### src/rtl/uart_frame_sequencer.sv
// rtl/uart_frame_sequencer.sv - UART frame sequencer: RX words to data RAM, compute handshake, result RAM out to UART TX
module uart_frame_sequencer #(
    parameter int WORD_WIDTH      = 16,
    parameter int N_IN            = 512,
    parameter int IN_ADDR_BITS    = 9,
    parameter int ROW_LEN         = 512,
    parameter int ROW_BITS        = 9,
    parameter int N_ROWS          = 8,
    parameter int ROW_SEL_BITS    = 3,
    parameter int RX_TIMEOUT      = 12500,
    parameter int COMPUTE_TIMEOUT = 1048575
) (
    input  logic                    Clk,
    input  logic                    Rst,
    input  logic                    Rx_valid,
    input  logic [WORD_WIDTH-1:0]   Rx_data,
    output logic                    Data_wr_en,
    output logic [IN_ADDR_BITS-1:0] Data_wr_addr,
    output logic [WORD_WIDTH-1:0]   Data_wr_data,
    output logic                    Compute_enable,
    input  logic                    Compute_done,
    output logic                    Res_rd_en,
    output logic [ROW_SEL_BITS-1:0] Res_rd_depth,
    output logic [ROW_BITS-1:0]     Res_rd_width,
    input  logic [WORD_WIDTH-1:0]   Res_rd_data,
    output logic                    Tx_start,
    output logic [WORD_WIDTH-1:0]   Tx_data,
    input  logic                    Tx_idle,
    input  logic                    Clear_err,
    output logic                    Err_rx_timeout,
    output logic                    Err_compute_timeout,
    output logic [15:0]             Frame_count,
    output logic [2:0]              State
);

    localparam int IDLE_W = $clog2(RX_TIMEOUT + 1);

    localparam logic [IN_ADDR_BITS-1:0] LAST_IN   = IN_ADDR_BITS'(N_IN - 1);
    localparam logic [IDLE_W-1:0]       IDLE_LAST = IDLE_W'(RX_TIMEOUT - 1);
    localparam logic [23:0]             WD_LAST   = 24'(COMPUTE_TIMEOUT - 1);
    localparam logic [ROW_BITS-1:0]     COL_LAST  = ROW_BITS'(ROW_LEN - 1);
    localparam logic [ROW_SEL_BITS-1:0] ROW_LAST  = ROW_SEL_BITS'(N_ROWS - 1);

    typedef enum logic [2:0] {
        S_RX      = 3'd0,
        S_COMPUTE = 3'd1,
        S_TX_ADDR = 3'd2,
        S_TX_LOAD = 3'd3,
        S_TX_SEND = 3'd4,
        S_TX_WAIT = 3'd5
    } state_t;

    state_t                  state;
    state_t                  state_nxt;
    logic [IN_ADDR_BITS-1:0] word_cnt;
    logic [IDLE_W-1:0]       idle_cnt;
    logic [23:0]             wd_cnt;
    logic [ROW_SEL_BITS-1:0] row;
    logic [ROW_BITS-1:0]     col;

    logic rx_write;
    logic rx_last;
    logic rx_idle_tick;
    logic rx_timeout;
    logic cmp_timeout;
    logic word_done;
    logic frame_done;

    assign rx_write     = (state == S_RX) && Rx_valid;
    assign rx_last      = rx_write && (word_cnt == LAST_IN);
    assign rx_idle_tick = (state == S_RX) && !Rx_valid && (word_cnt != '0);
    assign rx_timeout   = rx_idle_tick && (idle_cnt == IDLE_LAST);
    assign cmp_timeout  = (state == S_COMPUTE) && !Compute_done && (wd_cnt == WD_LAST);
    // Tx_start is high only in the first TX_WAIT cycle, which doubles as the "ignore Tx_idle" marker
    assign word_done    = (state == S_TX_WAIT) && !Tx_start && Tx_idle;
    assign frame_done   = word_done && (col == COL_LAST) && (row == ROW_LAST);

    assign Compute_enable = (state == S_COMPUTE);
    assign Res_rd_en      = (state == S_TX_ADDR);
    assign Res_rd_depth   = row;
    assign Res_rd_width   = col;
    assign State          = state;

    always_ff @(posedge Clk or posedge Rst) begin
        if (Rst) begin
            state <= S_RX;
        end else begin
            state <= state_nxt;
        end
    end

    always_comb begin
        state_nxt = state;
        case (state)
            S_RX:      if (rx_last) state_nxt = S_COMPUTE;
            S_COMPUTE: begin
                if (Compute_done) begin
                    state_nxt = S_TX_ADDR;
                end else if (cmp_timeout) begin
                    state_nxt = S_RX;
                end
            end
            S_TX_ADDR: state_nxt = S_TX_LOAD;
            S_TX_LOAD: state_nxt = S_TX_SEND;
            S_TX_SEND: if (Tx_idle) state_nxt = S_TX_WAIT;
            S_TX_WAIT: begin
                if (frame_done) begin
                    state_nxt = S_RX;
                end else if (word_done) begin
                    state_nxt = S_TX_ADDR;
                end
            end
            default:   state_nxt = S_RX;
        endcase
    end

    always_ff @(posedge Clk or posedge Rst) begin
        if (Rst) begin
            Data_wr_en          <= 1'b0;
            Data_wr_addr        <= '0;
            Data_wr_data        <= '0;
            word_cnt            <= '0;
            idle_cnt            <= '0;
            wd_cnt              <= '0;
            row                 <= '0;
            col                 <= '0;
            Tx_start            <= 1'b0;
            Tx_data             <= '0;
            Err_rx_timeout      <= 1'b0;
            Err_compute_timeout <= 1'b0;
            Frame_count         <= '0;
        end else begin
            Data_wr_en <= rx_write;
            if (rx_write) begin
                Data_wr_addr <= word_cnt;
                Data_wr_data <= Rx_data;
            end

            if (rx_last || rx_timeout) begin
                word_cnt <= '0;
            end else if (rx_write) begin
                word_cnt <= word_cnt + 1'b1;
            end

            if (rx_write || rx_timeout || (state != S_RX)) begin
                idle_cnt <= '0;
            end else if (rx_idle_tick) begin
                idle_cnt <= idle_cnt + 1'b1;
            end

            if ((state != S_COMPUTE) || Compute_done || cmp_timeout) begin
                wd_cnt <= '0;
            end else begin
                wd_cnt <= wd_cnt + 1'b1;
            end

            Tx_start <= (state == S_TX_SEND) && Tx_idle;
            if (state == S_TX_LOAD) begin
                Tx_data <= Res_rd_data;
            end

            if (word_done) begin
                if (col == COL_LAST) begin
                    col <= '0;
                    row <= (row == ROW_LAST) ? '0 : row + 1'b1;
                end else begin
                    col <= col + 1'b1;
                end
            end
            if (frame_done) begin
                Frame_count <= Frame_count + 16'd1;
            end

            // A new error event in the same cycle as Clear_err keeps the flag set
            if (rx_timeout) begin
                Err_rx_timeout <= 1'b1;
            end else if (Clear_err) begin
                Err_rx_timeout <= 1'b0;
            end
            if (cmp_timeout) begin
                Err_compute_timeout <= 1'b1;
            end else if (Clear_err) begin
                Err_compute_timeout <= 1'b0;
            end
        end
    end

endmodule

### config.mk
export PLATFORM = sky130hd
export DESIGN_NAME = uart_frame_sequencer
export DESIGN_NICKNAME = d
export VERILOG_FILES = /design/src/rtl/uart_frame_sequencer.sv
export SDC_FILE = /design/constraint.sdc
export NUM_CORES = 1
export LEC_CHECK = 0
export CAP_MARGIN = 10
export CORE_UTILIZATION = 56
export DETAILED_ROUTE_END_ITERATION = 10
export MAX_ROUTING_LAYER = met4
export PLACE_DENSITY = 0.87
export SETUP_SLACK_MARGIN = 0.05
export SLEW_MARGIN = 25
export SYNTH_ARGS = -nofsm -noshare
export SYNTH_HDL_FRONTEND = slang
export SYNTH_SLANG_ARGS = --single-unit
### constraint.sdc
create_clock -name Clk -period 8.85 [get_ports Clk]
set_clock_uncertainty 0.15 [all_clocks]
set_input_delay 1.3275 -clock Clk [delete_from_list [all_inputs] [get_ports Clk]]
set_output_delay 1.3275 -clock Clk [all_outputs]
set_load 0.1 [all_outputs]
# Word-level counts from Yosys, hierarchy flattened
# Cells that the tools add are included.
[totals]
ff_bits = 123
output_inout_bits = 78
[op_classes]
n_addsub = 6
eq_ne = 15
n_mux = 17
reduce_logical = 29
[ops]
columns = ["operator", "count"]
rows = [
  ["two-way mux 14 bit", 2],
  ["two-way mux 9 bit", 3],
  ["adder 24 x 1 -> 24 bit (second input constant)", 1],
  ["== test 24 x 20 -> 1 bit (second input constant)", 1],
  ["two-way mux 24 bit", 1],
  ["two-way mux 3 bit", 7],
  ["adder 9 x 1 -> 9 bit (second input constant)", 2],
  ["== test 9 bit (second input constant)", 2],
  ["one-hot mux 3 bit (6 select lines)", 1],
  ["adder 16 x 1 -> 16 bit (second input constant)", 1],
  ["adder 14 x 1 -> 14 bit (second input constant)", 1],
  ["== test 14 bit (second input constant)", 1],
  ["logical AND 1 bit", 12],
  ["== test 3 bit (second input constant)", 3],
  ["nonzero test 9 bit", 1],
  ["nonzero test 2 bit", 4],
  ["== test 3 x 2 -> 1 bit (second input constant)", 2],
  ["!= test 3 x 1 -> 1 bit (second input constant)", 2],
  ["logical OR 1 bit", 5],
  ["!= test 2 bit (second input constant)", 2],
  ["AND reduction 4 bit", 1],
  ["adder 3 x 1 -> 3 bit (second input constant)", 1],
  ["== test 3 x 1 -> 1 bit (second input constant)", 1],
  ["zero test 1 bit", 3],
  ["5 further kinds", 7],
]

# Logic depth before layout (Yosys ltp)
# Gate-level depths: netlist of the first run.
[depth]
depth_word = 7
mapped_depth = 11

# Worst setup path before layout of the first run
# Ideal clock, no wire load.
[synth_path]
kind = "reg2out"
from = "register state[1] (netlist: State[1])"
to = "output port Res_rd_en"
arrival_ns = 3.423
required_time_ns = 7.372
slack_ns = 3.950
stages_incl_launch_ff = 3
n_path_buf = 1
cell_sequence = "dfrtp_1 buf_6 nor3b_1"
[synth_between]
elab_chain_len = 1
[synth_lines]
columns = ["item", "line_no", "source"]
rows = [
  ["start: declaration", "53", "state_t state;"],
  ["start signal: assignment", "88", "state <= state_nxt;"],
  ["== test 3 x 2 -> 1 bit", "79", "assign Res_rd_en = (state == S_TX_ADDR);"],
  ["end: declaration", "22", "output logic Res_rd_en,"],
]
# No other way between the ends.

# Final worst setup path of the first run
# Ends and elaborated chain as after synthesis.

==> qor.txt, run 1 <==
Filler cells -> 671
Antenna Nets Post-Route -> 0
Clock Sink Count -> 123
Cell Count, Final, Fillers Out -> 842
vias in the first global route -> 4901
Mapped Avg Cell Area -> 9.95 um^2
DP Cell Count -> 812
Final period util -> 0.464
area occupied by multi-input gates -> 0.00258 mm^2
final WL -> 13700 um
arrival time at the worst endpoint -> 2630 ps
Worst path max stage delay -> 1220 ps
RSZ-0062 raised after global routing -> no
post-detailed-route via-to-cell ratio -> 5.82
Worst Hold Class -> flip-flop to flip-flop
initial antenna violation count -> 0
clk slew on worst S/H paths -> 60 ps
worst path cell trace -> nor3b_1 -> clkdlybuf4s50_1
Die Height -> 104 um
nets -> 747
root buf cell -> clkbuf_8
Yosys cell types -> 50
setup slack at placement -> 5190 ps
Synth Register Bits -> 123
static leakage -> 3.24 nW
post-synthesis cell count -> 588
DR iter-0 viols -> 243
Setup crit end -> Res_rd_en
Worst-Skew Late Latency -> 520 ps
Worst Setup SP -> State[1]
largest net degree at the start of global routing -> 68
Worst R2R End -> Frame_count[12]
Avg WL per Cell -> 16.3 um
Max Cap Violations -> 0
post-CTS setup buffers -> 0
peak fanout along the critical path -> 14
Post-synth EDFFs -> 0
Num CTS Buffers -> 17
Storage cell area -> 0.00308 mm^2
Achievable Freq -> 244 MHz
final worst slack -> 4750 ps
register area share after synthesis -> 0.526
post-route setup TNS -> 0 ps
Worst Path Required -> 7370 ps
CTS tree -> yes
cell taking the most area after synthesis -> dfrtp_1
Detailed Routing Iterations Pass 1 -> 5
status -> complete, no violations
ANT cells -> 0
CTS H-tree lvls -> 4
async set-reset flop share out of synthesis -> 1.00
Horiz. Die Dim -> 104 um
critical path's slowest cell -> clkdlybuf4s50_1
synth warn -> 0
total die area -> 0.0109 mm^2
final setup fails -> 0
commonest non-fill, non-tap cell in the layout -> dfrtp_1
Synth top area share -> 0.526
Port Buffers -> 115
Worst Setup End Kind -> output pin
CTS Hold Buffers Added -> 0
FF-to-FF setup slack -> 5810 ps
Post-Synthesis Net Count -> 637
first-pass GRT wire length -> 23000 um
r2r startpoint -> Res_rd_width[0]
Via Count -> 4903
VDD IR-drop max -> 0.364 mV
gr usage total -> 0.277
DP HPWL -> 9050 um
Max clock buf depth -> 2
final slew viol count -> 0
slew of the pin with the lowest slew margin -> 1030 ps
GPL Wtd Cong -> 0.828
CTS resizes -> 0
post-route DRC violation count -> 0
most frequent cells in the layout -> dfrtp_1, clkdlybuf4s50_1, nand2_1, nor2_1, a21oi_1
power density cells -> 359 mW/mm^2
Post-Syn Area -> 0.00585 mm^2
Initial Util -> 0.588
area grow syn2layout -> 30.8%
CP Launch Type -> flip-flop
min Tclk post-route -> 4100 ps
total grt overflow -> 0
io pins -> 116
Core Area -> 0.00995 mm^2
R2R depth -> 9
Most used DFF post-synth -> dfrtp_1
Crit Path Class -> flip-flop to output pin
slew margin rel. -> 0.314
layout cells sized above 1 -> 0.0874
ranking of synthesized cells by area -> dfrtp_1, nand2_1, xnor2_1
Final Hold Slack -> 318 ps
Cell Rows -> 36
post-layout util -> 0.769
final hold vios -> 0
==> worst min-delay path by stage <==
stage,start,endpoint,slack (ps),depth (start not counted)
after global placement,Data_wr_data[15],Data_wr_data[15],310,2
after floorplan,wd_cnt[0],wd_cnt[0],340,1
after global routing,Data_wr_addr[2],Data_wr_addr[2],340,2
after CTS,Frame_count[15],Frame_count[15],320,1
final,Frame_count[15],Frame_count[15],320,1
after detailed placement,Frame_count[15],Frame_count[15],310,1
==> cells in the mapped netlist (2+ instances only) <==
library cell  number
clkbuf_2           2
inv_1             16
nor4_1            13
dfrtp_1          123
buf_2             12
ha_1              11
or2_2              4
a21o_1             4
and4_1             4
o31ai_1            9
buf_6              2
nand2b_1           3
mux2_2            20
or3_1              6
nor2_1            47
o21ai_1            2
or4b_1             2
nor3_1            10
nor4bb_1           2
xor2_1            10
nand4_1           18
nor3_2             2
a21oi_1           28
nor4b_1            3
nand2_1          100
nand3b_1           3
a311oi_1           2
xnor2_1           27
a31oi_1            6
o21ai_0           18
or4_1             14
nand3_1           25
nor3b_1            6
and3_1             5
nand4b_1           4
clkbuf_1          11
==> power breakdown <==
group          switching, mW  total (mW)  internal [mW]
Sequential             0.104       0.780          0.675
Clock                  0.234       0.701          0.467
Combinational          0.975        1.27          0.292
Total                   1.31        2.75           1.44
==> sequential cells by signal (all words and copies together), names as in the netlist, 3 cells and up <==
name / cells
word_cnt: 9
Frame_count: 16
wd_cnt: 24
Res_rd_width: 9
Res_rd_depth: 3
Tx_data: 16
idle_cnt: 14
Data_wr_data: 16
State: 3
Data_wr_addr: 9
==> metal layers <==
metal  GRT usage  up-vias  wire (um)
met3      0.0846       22        822
met5           -        -          0
met1       0.310     2410       5430
met2       0.465      166       7280
met4       0.106        0        210
li1            -     2305          -
==> worst max-delay path, delay by kind of cell, from the launching register on <==
kind | cells | cell delay (ps)
flops | 1 | 570
simple gates | 1 | 320
buf+inv | 1 | 1220
==> layout make-up <==
class | count | share of cell area
clock buffer | 22 | 0.0592
clock inverter | 8 | 0.0186
inverter | 17 | 0.00866
multi-input combinational | 421 | 0.337
sequential | 123 | 0.402
tap | 133 | 0.0217
timing repair buffer | 118 | 0.153
==> cell families after synthesis <==
logic type	count (synthesis)	synth area share
adder cells (fa/ha/maj)	11	0.0235
multiplexers	21	0.0402
AND/OR/NAND/NOR	278	0.246
flip-flops	123	0.526
buffers and inverters	44	0.0338
AO/OA/AOI/OAI	74	0.0750
XOR/XNOR	37	0.0554
==> through the flow <==
step	power [mW]	area [um^2]
after floorplan	1.76	5850
after global routing	2.85	7660
final	2.75	7660
after CTS	2.76	7660
after global placement	2.02	7060
after detailed placement	2.05	7060
Power figures use the tool's default switching activity.
==> inputs of run 2 (changes only) <==
- CORE_UTILIZATION: 56 -> 52
- PLACE_DENSITY: 0.87 -> 0.81
- clock period: 8.85 -> 3.9 ns (I/O delays scaled with it)
==> run 2 against run 1 <==
- global-route usage down 1.6 points
- sequential share of layout area up 0.23 points
- sequential cell count stayed put
- total power is 120% higher
- count of clock-buffer cells in the layout rose by 3
- critical path depth shrank 1
- worst hold slack worse by 5.1 ps
- largest power group unchanged
==> qor.txt, run 2 (synthesis results as in run 1) <==
total grt overflow -> 0
DP HPWL -> 9340 um
Final Hold Slack -> 313 ps
Via Count -> 4899
Max clock buf depth -> 2
post-detailed-route via-to-cell ratio -> 5.77
Achievable Freq -> 320 MHz
Core Area -> 0.0109 mm^2
Cell Rows -> 38
min Tclk post-route -> 3120 ps
layout cells sized above 1 -> 0.0889
first-pass GRT wire length -> 23000 um
placed cell areas -> 0.00710 mm^2
post-CTS setup buffers -> 0
Storage cell area -> 0.00308 mm^2
critical path's slowest cell -> clkdlybuf4s50_1
Horiz. Die Dim -> 108 um
r2r startpoint -> Res_rd_width[0]
Hold Crit Start -> Frame_count[15]
Worst-Skew Late Latency -> 520 ps
commonest non-fill, non-tap cell in the layout -> dfrtp_1
RSZ-0062 raised after global routing -> no
Max Cap Violations -> 0
power density cells -> 792 mW/mm^2
slew margin rel. -> 0.325
final WL -> 13500 um
Num CTS Buffers -> 17
arrival time at the worst endpoint -> 2390 ps
largest net degree at the start of global routing -> 54
sequential share of power -> 0.293
Worst R2R End -> Frame_count[15]
CP Launch Type -> flip-flop
vias in the first global route -> 4929
final setup fails -> 0
Comb power frac -> 0.476
Antenna Nets Post-Route -> 0
post-route DRC violation count -> 0
Worst Setup SP -> State[2]
CTS Hold Buffers Added -> 0
R2R depth -> 9
Hold Crit Depth -> 1
peak fanout along the critical path -> 16
Clock Sink Count -> 123
slew of the pin with the lowest slew margin -> 1010 ps
delay-heaviest family, CP -> buffers and inverters
worst path cell trace -> clkdlybuf4s50_1
Worst path max stage delay -> 1230 ps
WP buf/inv -> 1
Worst Setup End Kind -> output pin
CTS resizes -> 0
clock power share -> 0.231
Detailed Routing Iterations Pass 1 -> 5
CTS H-tree lvls -> 4
FF-to-FF setup slack -> 950 ps
Worst Path Required -> 3160 ps
Switching Fraction -> 0.490
Avg WL per Cell -> 15.9 um
internal power -> 3.08 mW
Worst Hold Class -> flip-flop to flip-flop
most frequent cells in the layout -> dfrtp_1, clkdlybuf4s50_1, nand2_1, nor2_1, a21oi_1
status -> complete, no violations
Hold Path Sink -> Frame_count[15]
io pins -> 116
area grow syn2layout -> 30.1%
CTS tree -> yes
DR iter-0 viols -> 233
max reg flops -> 24
final hold vios -> 0
area occupied by multi-input gates -> 0.00258 mm^2
GPL Wtd Cong -> 0.863
total die area -> 0.0117 mm^2
Filler cells -> 785
Die Height -> 108 um
Port Buffers -> 115
root buf cell -> clkbuf_8
static leakage -> 3.22 nW
clk slew on worst S/H paths -> 50 ps
Crit Path Class -> flip-flop to output pin
Post-Layout Inst Area -> 0.00761 mm^2
Final period util -> 0.801
post-route setup TNS -> 0 ps
VDD IR-drop max -> 0.682 mV
gr usage total -> 0.260
initial antenna violation count -> 0
Switch Pwr -> 2.95 mW
Initial Util -> 0.538
largest reg by FF count -> wd_cnt
nets -> 749
final slew viol count -> 0
ANT cells -> 0
==> run 2: power groups by stage <==
stage	Clock [mW]	Combinational (mW)	Sequential [mW]
2_1_floorplan	0	0.657	3.34
3_3_place_gp	0	2.83	1.77
3_5_place_dp	0	2.87	1.78
4_1_cts	1.41	2.88	1.77
5_1_grt	1.46	2.97	1.80
6_report	1.39	2.87	1.77
==> run 2: area by class of cell <==
class,count,share of cell area
Timing Repair Buffer,120,0.157
Clock buffer,25,0.0623
Clock inverter,3,0.00526
Tap cell,140,0.0230
Sequential cell,123,0.404
Inverter,17,0.00887
Multi-Input combinational cell,421,0.339
==> run 2: metrics by stage <==
stage | worst slack (ps) | utilization | power [mW] | cells
global placement | 808 | 0.652 | 4.60 | 821
finish | 776 | 0.699 | 6.03 | 849
CTS | 754 | 0.699 | 6.06 | 849
detailed placement | 701 | 0.652 | 4.65 | 821
global route | 695 | 0.699 | 6.24 | 849
floorplan | 535 | - | 3.99 | 588
==> run 2: worst max path at each step <==
stage | end | cells past startpoint
after floorplan | Compute_enable | 3
after global placement | word_cnt[2] | 6
after detailed placement | word_cnt[3] | 6
after CTS | State[2] | 1
after global routing | State[0] | 1
final | State[2] | 1
==> run 2: layer usage <==
metal / vias to the layer above / wire length (um) / share of wire / global-route usage
met5: - / 0 / 0 / -
met1: 2447 / 5630 / 0.42 / 0.310
met3: 22 / 528 / 0.039 / 0.0573
met2: 135 / 7120 / 0.53 / 0.429
li1: 2295 / - / - / -
met4: 0 / 229 / 0.017 / 0.107
==> inputs of run 3 (changes only) <==
- CORE_UTILIZATION: 52 -> 47
- PLACE_DENSITY: 0.81 -> 0.78
- clock period: 3.9 -> 2.8 ns (I/O delays scaled with it)
==> run 3 against run 2 <==
- critical path depth up 8
- setup slack worse by 440 ps
- largest cell class unchanged
- global-route usage down 4.0 points
- register-to-register slack worse by 620 ps
- worst hold slack better by 13 ps
- count of clock-buffer cells in the layout up 2
- clock power up 53%
==> qor.txt, run 3 (synthesis results as in run 1) <==
Worst Path Required -> 2940 ps
final setup fails -> 0
post-route DRC violation count -> 0
Worst Setup End Kind -> flip-flop
min Tclk post-route -> 2470 ps
slew of the pin with the lowest slew margin -> 854 ps
Clock Sink Count -> 123
clk slew on worst S/H paths -> 50 ps
Port Buffers -> 115
Crit Path Class -> flip-flop to flip-flop
post-CTS setup buffers -> 0
Initial Util -> 0.485
total die area -> 0.0129 mm^2
ANT cells -> 0
Via Count -> 4805
final worst slack -> 335 ps
power density cells -> 1120 mW/mm^2
internal power -> 4.40 mW
io pins -> 116
peak fanout along the critical path -> 9
vias in the first global route -> 4788
Final period util -> 0.880
max reg flops -> 24
final WL -> 13000 um
commonest non-fill, non-tap cell in the layout -> dfrtp_1
Switching Fraction -> 0.485
Max clock buf depth -> 2
Detailed Routing Iterations Pass 1 -> 7
nets -> 758
DP HPWL -> 9100 um
largest reg by FF count -> wd_cnt
CTS resizes -> 0
Worst Hold Class -> flip-flop to flip-flop
post-layout util -> 0.635
Switch Pwr -> 4.15 mW
Avg WL per Cell -> 14.6 um
VDD IR-drop max -> 0.845 mV
Max Cap Violations -> 0
Antenna Nets Post-Route -> 0
Comb power frac -> 0.467
post-route setup TNS -> 0 ps
Worst-Skew Late Latency -> 410 ps
final hold vios -> 0
slew margin rel. -> 0.427
CTS tree -> yes
most frequent cells in the layout -> dfrtp_1, nand2_1, buf_4, nor2_1, clkdlybuf4s50_1
CP Launch Type -> flip-flop
initial antenna violation count -> 0
total grt overflow -> 0
Core Area -> 0.0121 mm^2
total power -> 8.55 mW
first-pass GRT wire length -> 21900 um
sequential share of power -> 0.286
static leakage -> 3.40 nW
CTS H-tree lvls -> 4
Num CTS Buffers -> 17
post-detailed-route via-to-cell ratio -> 5.40
Filler cells -> 981
status -> complete, no violations
arrival time at the worst endpoint -> 2600 ps
final slew viol count -> 0
clock power share -> 0.248
layout cells sized above 1 -> 0.234
CTS Hold Buffers Added -> 0
Horiz. Die Dim -> 114 um
Die Height -> 114 um
GPL Wtd Cong -> 0.858
Cell Rows -> 40
largest net degree at the start of global routing -> 124
Achievable Freq -> 406 MHz
area grow syn2layout -> 30.8%
root buf cell -> clkbuf_16
DR iter-0 viols -> 324
RSZ-0062 raised after global routing -> no
gr usage total -> 0.220
setup slack at placement -> 325 ps
## run 3: changes by cell type in the layout (fill, tap and decap cells not counted), sizes merged
cell,delta
clkbuf,+2
clkdlybuf4s50,-76
clkinvlp,+2
buf,+85
## run 3: cell type report
type / instances / area [um^2] / area share
repair buffers: 129 / 1070 / 0.140
flip-flops and latches: 123 / 3090 / 0.403
clock inverters: 5 / 55.1 / 0.00719
clock buffers: 27 / 533 / 0.0696
multi-input cells: 421 / 2630 / 0.344
well taps: 168 / 210 / 0.0274
inverters: 17 / 67.6 / 0.00882
## run 3: path summary, 6_finish.rpt
path | depth (start not counted) | from | slack (ps) | endpoint
min in group asynchronous | 3 | Rst | 370 | idle_cnt[8]
worst min register to register | 2 | Data_wr_data[8] | 330 | Data_wr_data[8]
worst max-delay path | 9 | Res_rd_width[0] | 330 | Frame_count[11]
worst min-delay path | 2 | Data_wr_data[8] | 330 | Data_wr_data[8]
worst max register to register | 9 | Res_rd_width[0] | 330 | Frame_count[11]
max in group asynchronous | 3 | Rst | 1540 | Res_rd_width[0]
## run 3: metrics by stage
stage               area (um^2)  cells  hold WS (ps)
floorplan                  5940    588           335
detailed placement         7070    858           318
global placement           7070    858           312
CTS                        7660    890           331
finish                     7660    890           325
global route               7660    890           352
## run 3: per-layer routing
layer | share of wire | routed length [um] | track usage
met1 | 0.42 | 5470 | 0.252
met2 | 0.53 | 6840 | 0.373
met3 | 0.035 | 452 | 0.0542
met4 | 0.017 | 217 | 0.0886
met5 | 0 | 0 | -
## run 3: critical path, cell delays in order (launching register included)
cell,delay (ps)
dfrtp_2,410
ha_4,160
nand2_1,50
nor2_1,140
and3_1,180
ha_2,270
nand3_2,130
or4_1,550
nand2b_4,200
xnor2_1,120
## run 3: power groups by stage
stage | Sequential (mW) | Clock (mW) | Combinational [mW]
floorplan | 4.66 | 0 | 0.922
global placement | 2.44 | 0 | 3.95
detailed placement | 2.47 | 0 | 4.00
CTS | 2.44 | 2.15 | 4.01
global route | 2.49 | 2.24 | 4.15
finish | 2.44 | 2.12 | 3.99
